`src/rtl/read_flash_control.sv`:
```
// Read-side page fetcher: pulls up to PAGES_PER_REQ logged pages from NAND into page RAM slots.
// Optional build macro READ_RETRY_EN re-reads a failed page up to MAX_RETRY times before dropping it.
module read_flash_control #(
    parameter int unsigned PAGES_PER_REQ  = 3,
    parameter int unsigned DATA_STATE     = 10,
    parameter int unsigned LAST_DATA_PAGE = 126,
    parameter int unsigned MAX_RETRY      = 2
) (
    input  logic        clk,
    input  logic        rst,
    input  logic        en_read,
    output logic        end_read,
    output logic [2:0]  pages_read,
    output logic        read_empty,
    output logic        read_err,
    output logic        en_read_page,
    input  logic        end_read_page,
    input  logic [4:0]  state,
    input  logic [13:0] read_data_cnt,
    input  logic [7:0]  read_data,
    input  logic [1:0]  read_addr_row_error,
    input  logic [1:0]  read_success,
    output logic [23:0] read_addr_row,
    input  logic [23:0] end_addr_row,
    input  logic [23:0] init_addr_row,
    input  logic        en_init_flash_addr,
    output logic        end_init_flash_addr,
    output logic        read_en_ram,
    output logic [14:0] read_ram_addr,
    output logic [7:0]  read_ram_datain,
    output logic        en_readAddr_Transfer,
    input  logic        end_readAddr_Transfer
);

    localparam int unsigned SLOT_W  = 3;
    localparam int unsigned RETRY_W = 3;

    if (PAGES_PER_REQ < 1 || PAGES_PER_REQ > 4 || MAX_RETRY > 7) begin : g_param_check
        $error("read_flash_control: parameter out of range");
    end

    typedef enum logic [2:0] {S_IDLE, S_CHECK, S_ISSUE, S_WAIT, S_EVAL, S_DONE} fsm_t;

    fsm_t              cur_st, nxt_st;
    logic [SLOT_W-1:0] slot_q, slot_d, slot_inc;
    logic [1:0]        rowerr_q, rowerr_d, succ_q, succ_d;
    logic [23:0]       row_d, row_adv, row_nblk;
    logic [2:0]        pages_read_d;
    logic              end_read_d, empty_d, err_d, en_page_d, end_init_d, xfer_d;
    logic              at_end, is_bad, is_fail;
`ifdef READ_RETRY_EN
    logic [RETRY_W-1:0] retry_q, retry_d;
`endif

    // Page RAM write port: spare-area bytes (cnt[13]) never reach RAM
    assign read_en_ram     = (state == 5'(DATA_STATE)) & ~read_data_cnt[13];
    assign read_ram_addr   = {slot_q[1:0], read_data_cnt[13] ? 13'd0 : read_data_cnt[12:0]};
    assign read_ram_datain = read_data;

    assign slot_inc = slot_q + SLOT_W'(1);
    assign at_end   = (read_addr_row == end_addr_row);
    assign is_bad   = (rowerr_q == 2'd2);
    assign is_fail  = (succ_q == 2'd2);
    assign row_nblk = {read_addr_row[23:19], read_addr_row[18:7] + 12'd1, 7'd0};
    assign row_adv  = (read_addr_row[6:0] == 7'(LAST_DATA_PAGE)) ? row_nblk
                    : {read_addr_row[23:19], read_addr_row[18:0] + 19'd1};

    always_ff @(posedge clk or posedge rst) begin
        if (rst) begin
            cur_st               <= S_IDLE;
            slot_q               <= '0;
            rowerr_q             <= '0;
            succ_q               <= '0;
            read_addr_row        <= '0;
            pages_read           <= '0;
            end_read             <= 1'b0;
            read_empty           <= 1'b0;
            read_err             <= 1'b0;
            en_read_page         <= 1'b0;
            end_init_flash_addr  <= 1'b0;
            en_readAddr_Transfer <= 1'b0;
`ifdef READ_RETRY_EN
            retry_q              <= '0;
`endif
        end else begin
            cur_st               <= nxt_st;
            slot_q               <= slot_d;
            rowerr_q             <= rowerr_d;
            succ_q               <= succ_d;
            read_addr_row        <= row_d;
            pages_read           <= pages_read_d;
            end_read             <= end_read_d;
            read_empty           <= empty_d;
            read_err             <= err_d;
            en_read_page         <= en_page_d;
            end_init_flash_addr  <= end_init_d;
            en_readAddr_Transfer <= xfer_d;
`ifdef READ_RETRY_EN
            retry_q              <= retry_d;
`endif
        end
    end

    always_comb begin
        nxt_st = cur_st;
        case (cur_st)
            S_IDLE:  if (en_read && !en_init_flash_addr) nxt_st = S_CHECK;
            S_CHECK: nxt_st = at_end ? S_DONE : S_ISSUE;
            S_ISSUE: nxt_st = S_WAIT;
            S_WAIT:  if (end_read_page) nxt_st = S_EVAL;
            S_EVAL: begin
                if (is_bad) begin
                    nxt_st = S_CHECK;
                end else if (is_fail) begin
`ifdef READ_RETRY_EN
                    nxt_st = (retry_q < RETRY_W'(MAX_RETRY)) ? S_ISSUE : S_CHECK;
`else
                    nxt_st = S_CHECK;
`endif
                end else begin
                    nxt_st = (slot_inc == SLOT_W'(PAGES_PER_REQ)) ? S_DONE : S_CHECK;
                end
            end
            S_DONE:  nxt_st = S_IDLE;
            default: nxt_st = S_IDLE;
        endcase
    end

    always_comb begin
        slot_d       = slot_q;
        rowerr_d     = rowerr_q;
        succ_d       = succ_q;
        row_d        = read_addr_row;
        pages_read_d = pages_read;
        end_read_d   = 1'b0;
        empty_d      = read_empty;
        err_d        = read_err;
        en_page_d    = en_read_page;
`ifdef READ_RETRY_EN
        retry_d      = retry_q;
`endif
        // Init ack follows the request level, but only a request seen in IDLE raises it
        end_init_d   = en_init_flash_addr ? ((cur_st == S_IDLE) | end_init_flash_addr) : 1'b0;
        // Transfer ack wins over a coinciding DONE
        xfer_d       = end_readAddr_Transfer ? 1'b0 : ((cur_st == S_DONE) | en_readAddr_Transfer);
        case (cur_st)
            S_IDLE: begin
                if (en_init_flash_addr) begin
                    row_d   = init_addr_row;
                    empty_d = 1'b0;
                    err_d   = 1'b0;
                end else if (en_read) begin
                    slot_d = '0;
                end
            end
            S_CHECK: if (at_end) empty_d = 1'b1;
            S_ISSUE: en_page_d = 1'b1;
            S_WAIT: begin
                if (end_read_page) begin
                    en_page_d = 1'b0;
                    rowerr_d  = read_addr_row_error;
                    succ_d    = read_success;
                end
            end
            S_EVAL: begin
                if (is_bad) begin
                    row_d = row_nblk;
                end else if (is_fail) begin
`ifdef READ_RETRY_EN
                    if (retry_q < RETRY_W'(MAX_RETRY)) begin
                        retry_d = retry_q + RETRY_W'(1);
                    end else begin
                        err_d   = 1'b1;
                        retry_d = '0;
                        row_d   = row_adv;
                    end
`else
                    err_d = 1'b1;
                    row_d = row_adv;
`endif
                end else begin
                    slot_d = slot_inc;
                    row_d  = row_adv;
`ifdef READ_RETRY_EN
                    retry_d = '0;
`endif
                end
            end
            S_DONE: begin
                end_read_d   = 1'b1;
                pages_read_d = slot_q;
            end
            default: ;
        endcase
    end

endmodule

```
`config.mk`:
```
export PLATFORM = sky130hd
export DESIGN_NAME = read_flash_control
export DESIGN_NICKNAME = d
export VERILOG_FILES = /design/src/rtl/read_flash_control.sv
export SDC_FILE = /design/constraint.sdc
export NUM_CORES = 1
export LEC_CHECK = 0
export BUFFER_PORTS_ARGS = -buffer_cell sky130_fd_sc_hd__buf_2
export CAP_MARGIN = 10
export CORE_UTILIZATION = 32
export DETAILED_ROUTE_END_ITERATION = 8
export HOLD_SLACK_MARGIN = 0.12
export PLACE_DENSITY = 0.61
export SLEW_MARGIN = 10
export SYNTH_ARGS = -nofsm -noshare
export SYNTH_HDL_FRONTEND = slang
export SYNTH_SLANG_ARGS = --single-unit
export TNS_END_PERCENT = 20
```
`constraint.sdc`:
```
create_clock -name clk -period 3.8 [get_ports clk]
set_input_delay 0.38 -clock clk [delete_from_list [all_inputs] [get_ports clk]]
set_output_delay 0.38 -clock clk [all_outputs]
set_load 0.02 [all_outputs]
```
==> flow_summary_export.csv, run 1 <==
group,metric,value,unit
run_status,outcome,"finished, final reports clean",
setup_path,regToRegSetupSlack,1.52,ns
drt,wl_per_cell,15.6,microns
timing,max_slew.worst_pin.slew,0.903,ns
floorplan,die_w,94.5,microns
grt,track_usage,18.6,%
logic_synthesis,ys.flop_type,"dfrtp_1",
final_layout,fin_util,42.2,%
final_layout,drive_gt1_share,35.7,%
logic_synthesis,netlist_area,2740,sq um
job,maxCapViolations,0,
clock_tree,htreeDepth,2,
setup_path,worstRegToRegCells,5,
clock_tree,cts_tree,"built",
timing,finalSetupViolCount,0,
drt,vias_per_cell,5.21,
drt,drt-initial-drc-count,174,
logic_synthesis,ys_ff_latch,43,
logic_synthesis,yosys.area.top_type,"dfrtp_1",
clock_tree,cts_resized,0,
clock_tree,cts_buffers,5,
final_layout,fin_cells,519,
floorplan,die_area,8920,sq um
hold_path,hold_path_depth,2,
logic_synthesis,synthArstFlopShare,100,%
hold_path,whs_endpoint,"en_readAddr_Transfer$_DFF_PP0_",
logic_synthesis,yosysWarnings,0,
final_layout,area_growth,27.3,%
logic_synthesis,syn_nets,392,
setup_path,cp-start-kind,"register",
power,power_density,747,nW/um^2
timing,final_hold_viol_count,0,
final_layout,nets,503,
clock_tree,hold_buffers,0,
clock_tree,clk_latency,0.30,ns
final_layout,final_cell_mix,"buf_2 (125), dfrtp_1 (43), nand2_1 (31)",
placed_design,portBuffers,125,
final_layout,mostFrequentLayoutCell,"buf_2",
power,total_power,2600,uW
grt,grt_overflow,0,
placed_design,placed_cells,511,
setup_path,required,4.01,ns
timing,rsz0062_at_grt,"no",
hold_path,min_path_type,"input port to register",
drt,vias,2702,
grt,first_global_vias,2503,
clock_tree,path_clk_slew,0.09,ns
grt,grt_pass1_wl,12500,microns
floorplan,rows,33,
power,leakagePower,0.00163,uW
placed_design,place_hpwl,6170,microns
floorplan,initial_core_util,33.1,%
placed_design,globalplace.congestion,0.902,
logic_synthesis,synthTopCellsByArea,"dfrtp_1 (39%), xnor2_1 (8.0%), nand2_1 (4.3%)",
clock_tree,clock_path_buffers,2,
logic_synthesis,synth_top_area_share,39.3,%
final_layout,fillers,856,
floorplan,coreArea,8260,sq um
timing,period_share,59.9,%
timing,timing.slew.headroom,39.7,%
timing,fin_crit,2.28,ns
timing,drv_slew,0,
floorplan,boundaryPins,142,
drt,postRouteAntennaNets,0,
logic_synthesis,synth_area_per_cell,9.06,sq um
hold_path,hold_start,"end_readAddr_Transfer",
drt,dr.pass1.iters,6,
final_layout,n_antenna_cell,0,
drt,wirelength,8090,microns
logic_synthesis,synth-edff-count,0,
clock_tree,clock_sinks,43,
setup_path,end_kind,"register",
setup_path,reg2reg_from,"cur_st[2]$_DFFE_PP0P_",
setup_path,worst-setup-path-type,"register to register",
grt,antenna_found_initial,0,
logic_synthesis,yosys.cell_types.count,50,
setup_path,timing.rr.end,"read_addr_row[18]$_DFFE_PP0P_",
logic_synthesis,syn_inst,302,
final_layout,multi_input_area,1500,sq um
final_layout,area.sequential,1080,sq um
power,ir_drop,312,uV
timing,fmax,0.439,GHz
grt,grt_max_degree,44,
floorplan,fp.dieH,94.5,microns
drt,drcViolationCount,0,
logic_synthesis,ys_seq_area_share,39.3,%
timing,skew,0.0178,ns
clock_tree,cts_root_buf,"clkbuf_8",
timing,tns,0,ns
setup_path,crit_fanout,15,
setup_path,worst_ep_arrival_time,2.49,ns
clock_tree,cts_setup_buffers,0,
## routing by layer
| metal | share of wire [%] | track usage, % |
|---|---|---|
| met4 | 1.4 | 5.93 |
| met3 | 9.3 | 4.19 |
| met1 | 44 | 24.8 |
| met2 | 45 | 29.6 |
| met5 | 0 | 0 |
## worst max-delay path by stage
stage / from / to / slack (ns)
after floorplan: read_addr_row[0]$_DFFE_PP0P_ / read_addr_row[14]$_DFFE_PP0P_ / 1.93
after global placement: cur_st[2]$_DFFE_PP0P_ / read_addr_row[18]$_DFFE_PP0P_ / 1.60
after detailed placement: cur_st[2]$_DFFE_PP0P_ / read_addr_row[18]$_DFFE_PP0P_ / 1.48
after CTS: cur_st[2]$_DFFE_PP0P_ / read_addr_row[18]$_DFFE_PP0P_ / 1.53
after global routing: cur_st[2]$_DFFE_PP0P_ / read_addr_row[18]$_DFFE_PP0P_ / 1.32
final: cur_st[2]$_DFFE_PP0P_ / read_addr_row[18]$_DFFE_PP0P_ / 1.52
## cells in the mapped netlist, drive strengths merged, types with 3 or more instances
master and instances:
o21ai 11, a311oi 3, ha 5, nor2 26
nand2b 5, clkbuf 9, xnor2 25, nor3b 4
a211oi 4, nand2 31, nand3 11, o22ai 5
nor2b 18, nor3 18, dfrtp 43, and3 3
buf 14, mux2 7, nand4 6, a221o 5
inv 6, a21oi 10
## through the flow
stage / hold slack, ns / setup WS [ns] / cell area (sq um)
6_report: 0.227 / 1.52 / 3480
5_1_grt: 0.230 / 1.32 / 3480
4_1_cts: 0.217 / 1.53 / 3480
3_5_place_dp: 0.472 / 1.48 / 3370
3_3_place_gp: 0.464 / 1.60 / 3370
2_1_floorplan: 0.446 / 1.93 / 2740
## state kept, by name, summed over array words and instances, names as in the netlist
name / flops
rowerr_q: 2
en_read_page: 1
read_err: 1
read_addr_row: 24
read_empty: 1
pages_read: 3
slot_q: 3
succ_q: 2
end_read: 1
cur_st: 3
en_readAddr_Transfer: 1
end_init_flash_addr: 1
## worst max-delay path, stage by stage, from the launching register on
cell and delay [ns]:
dfrtp_1 0.61, nor3b_2 0.79, and3_1 0.32, and4bb_1 0.22, nor3_1 0.05, a211oi_1 0.21
## where the power goes
part | switching [uW] | internal, uW
combinational | 757 | 534
clock | 166 | 196
sequential | 300 | 649
total | 1220 | 1380
## area by class of cell
class | count | share of cell area [%]
Inverter | 6 | 0.647
Clock buffer | 5 | 1.98
Tap cell | 105 | 3.77
Sequential cell | 43 | 30.9
Timing Repair Buffer | 127 | 18.4
Multi-Input combinational cell | 230 | 43.0
Clock inverter | 3 | 1.26
## logic make-up (layout without fill, tap and decap cells)
group                    Yosys count  in the layout  synth area share, %
multiplexers                       9              9                 3.61
adder cells (fa/ha/maj)            5              5                 2.29
AND/OR/NAND/NOR                  135            135                 26.5
buffers and inverters             29            141                 5.90
flip-flops                        43             43                 39.3
AO/OA/AOI/OAI                     56             56                 14.3
XOR/XNOR                          25             25                 8.01
(Power assumes the default switching activity.)
==> inputs of run 2 (changes only) <==
--- a/config.mk
+++ b/config.mk
@@ -10,7 +10,7 @@
 export CORE_UTILIZATION = 32
 export DETAILED_ROUTE_END_ITERATION = 8
 export HOLD_SLACK_MARGIN = 0.12
-export PLACE_DENSITY = 0.61
+export PLACE_DENSITY = 0.63
 export SLEW_MARGIN = 10
 export SYNTH_ARGS = -nofsm -noshare
 export SYNTH_HDL_FRONTEND = slang
==> constraint.sdc (replaced) <==
create_clock -name clk -period 1.85 [get_ports clk]
set_input_delay 0.185 -clock clk [delete_from_list [all_inputs] [get_ports clk]]
set_output_delay 0.185 -clock clk [all_outputs]
set_load 0.02 [all_outputs]
==> run 2 against run 1 <==
  * Clock power up 61%
  * Worst hold slack worse by 0.096 ns
  * Fmax increased by 29%
  * Register-to-register slack got worse by 1.4 ns
  * Wire length up 1.8%
  * Critical path type unchanged
  * Critical endpoint unchanged
==> flow_summary_export.csv, run 2 (synthesized netlist as in run 1, its figures left out) <==
group,metric,value,unit
timing,timing.slew.headroom,62.5,%
clock_tree,cts_setup_buffers,0,
grt,first_global_vias,2808,
setup_path,worstRegToRegCells,6,
floorplan,boundaryPins,142,
timing,max_slew.worst_pin.slew,0.563,ns
run_status,outcome,"finished, final reports clean",
final_layout,fin_util,45.3,%
power,p_sw_share,46.0,%
power,power.switching,2550,uW
final_layout,area.sequential,1080,sq um
timing,period_share,95.3,%
floorplan,die_area,8920,sq um
setup_path,cp-start-kind,"register",
hold_path,hold_path_depth,2,
hold_path,whs_endpoint,"succ_q[1]$_DFFE_PP0P_",
setup_path,worst-path-buf-inv,1,
final_layout,fillers,821,
floorplan,fp.dieH,94.5,microns
placed_design,globalplace.congestion,0.853,
clock_tree,cts_tree,"built",
setup_path,crit_fanout,7,
placed_design,dpl_worst_slack,0.0295,ns
setup_path,worst-setup-path-type,"register to register",
power,leakagePower,0.00177,uW
final_layout,final_cell_mix,"buf_2 (125), dfrtp_1 (42), nand2_1 (31)",
power,p_int,3000,uW
hold_path,min_path_type,"input port to register",
grt,grt_pass1_wl,13300,microns
final_layout,nets,537,
final_layout,area_growth,36.8,%
clock_tree,path_clk_slew,0.08,ns
setup_path,worst_ep_arrival_time,1.96,ns
clock_tree,cts_buffers,5,
clock_tree,cts_root_buf,"clkbuf_8",
hold_path,hold_start,"read_success[1]",
power,power_frac_seq,31.8,%
final_layout,multi_input_area,1510,sq um
setup_path,cp_top_family,"compound AO/OA/AOI/OAI gates",
timing,drv_slew,0,
setup_path,worstPathCellList,"buf_4 > nand3_1 > o31a_1 > and4bb_1 > nor3_1 > a211oi_1",
clock_tree,clock_path_buffers,2,
drt,drt-initial-drc-count,109,
power,ir_drop,725,uV
setup_path,regToRegSetupSlack,0.09,ns
grt,antenna_found_initial,0,
power,power_frac_clock,10.5,%
grt,grt_max_degree,44,
grt,grt_overflow,0,
clock_tree,clock_sinks,43,
placed_design,place_area,3570,sq um
timing,skew,0.0104,ns
clock_tree,htreeDepth,2,
clock_tree,clk_latency,0.29,ns
placed_design,place_hpwl,6510,microns
placed_design,portBuffers,125,
timing,rsz0062_at_grt,"yes",
grt,track_usage,19.3,%
floorplan,initial_core_util,33.1,%
timing,fin_crit,1.76,ns
drt,drcViolationCount,0,
drt,wirelength,8230,microns
timing,finalSetupViolCount,0,
power,total_power,5550,uW
setup_path,max_stage_delay,0.44,ns
final_layout,largest_reg_flops,24,
setup_path,cp.depth,6,
floorplan,rows,33,
setup_path,timing.rr.end,"read_addr_row[18]$_DFFE_PP0P_",
floorplan,coreArea,8260,sq um
final_layout,mostFrequentLayoutCell,"buf_2",
timing,finalWorstSetupSlack,0.0873,ns
job,maxCapViolations,0,
final_layout,final_area,3740,sq um
final_layout,n_antenna_cell,0,
power,p_comb_share,57.8,%
drt,vias,2795,
power,power_density,1480,nW/um^2
setup_path,reg2reg_from,"read_addr_row[5]$_DFFE_PP0P_",
setup_path,required,2.05,ns
drt,postRouteAntennaNets,0,
timing,fmax,0.567,GHz
drt,wl_per_cell,14.9,microns
final_layout,drive_gt1_share,39.1,%
floorplan,die_w,94.5,microns
setup_path,slowest_stage,"o31a_1",
setup_path,end_kind,"register",
final_layout,top_register,"read_addr_row",
drt,dr.pass1.iters,4,
timing,final_hold_viol_count,0,
drt,vias_per_cell,5.05,
==> run 2: cell types whose count changed in the layout (fill, tap and decap cells not counted), sizes merged <==
cell / change
bufinv: -1
inv: -1
clkbuf: +2
buf: +26
dlygate4sd3: +8
==> run 2: worst max-delay path by stage <==
stage	startpoint	to	slack, ns
6_report	read_addr_row[5]$_DFFE_PP0P_	read_addr_row[18]$_DFFE_PP0P_	0.09
3_5_place_dp	read_addr_row[1]$_DFFE_PP0P_	read_addr_row[18]$_DFFE_PP0P_	0.03
5_1_grt	read_addr_row[5]$_DFFE_PP0P_	read_addr_row[18]$_DFFE_PP0P_	-0.02
4_1_cts	read_addr_row[1]$_DFFE_PP0P_	read_addr_row[18]$_DFFE_PP0P_	0.04
2_1_floorplan	read_addr_row[0]$_DFFE_PP0P_	read_addr_row[18]$_DFFE_PP0P_	-0.02
3_3_place_gp	read_addr_row[0]$_DFFE_PP0P_	read_addr_row[18]$_DFFE_PP0P_	0.12
==> run 2: metal layers <==
metal	track usage (%)	part of all wire, %
met5	0	0
met2	32.4	46
met4	4.42	1.1
met3	4.51	7.8
met1	25.0	45
==> run 2: layout make-up <==
cell class	count	share of cell area [%]
tap	105	3.51
clock buffer	7	2.04
timing repair buffer	161	24.5
inverter	6	0.602
sequential	43	28.8
clock inverter	1	0.134
multi-input combinational	230	40.5
==> run 2: power by group through the flow <==
stage	clock (uW)	sequential, uW	combinational, uW
2_1_floorplan	0	2100	1670
3_3_place_gp	0	1750	3160
3_5_place_dp	0	1770	3180
4_1_cts	607	1760	3200
5_1_grt	637	1820	3520
6_report	582	1760	3200
==> run 2: repair_timing <==
action	CTS	global route
gates resized for setup	0	3
endpoints found under the setup margin	0	6
hold buffers	8	0
hold endpoints to repair	50	0
==> run 2: per-stage QoR <==
| step | instances | setup TNS, ns | hold WS (ns) |
|---|---|---|---|
| after detailed placement | 537 | 0 | 0.344 |
| after global placement | 537 | 0 | 0.345 |
| after global routing | 553 | -0.0273 | 0.122 |
| final | 553 | 0 | 0.131 |
| after floorplan | 302 | -0.0152 | 0.251 |
| after CTS | 553 | 0 | 0.126 |
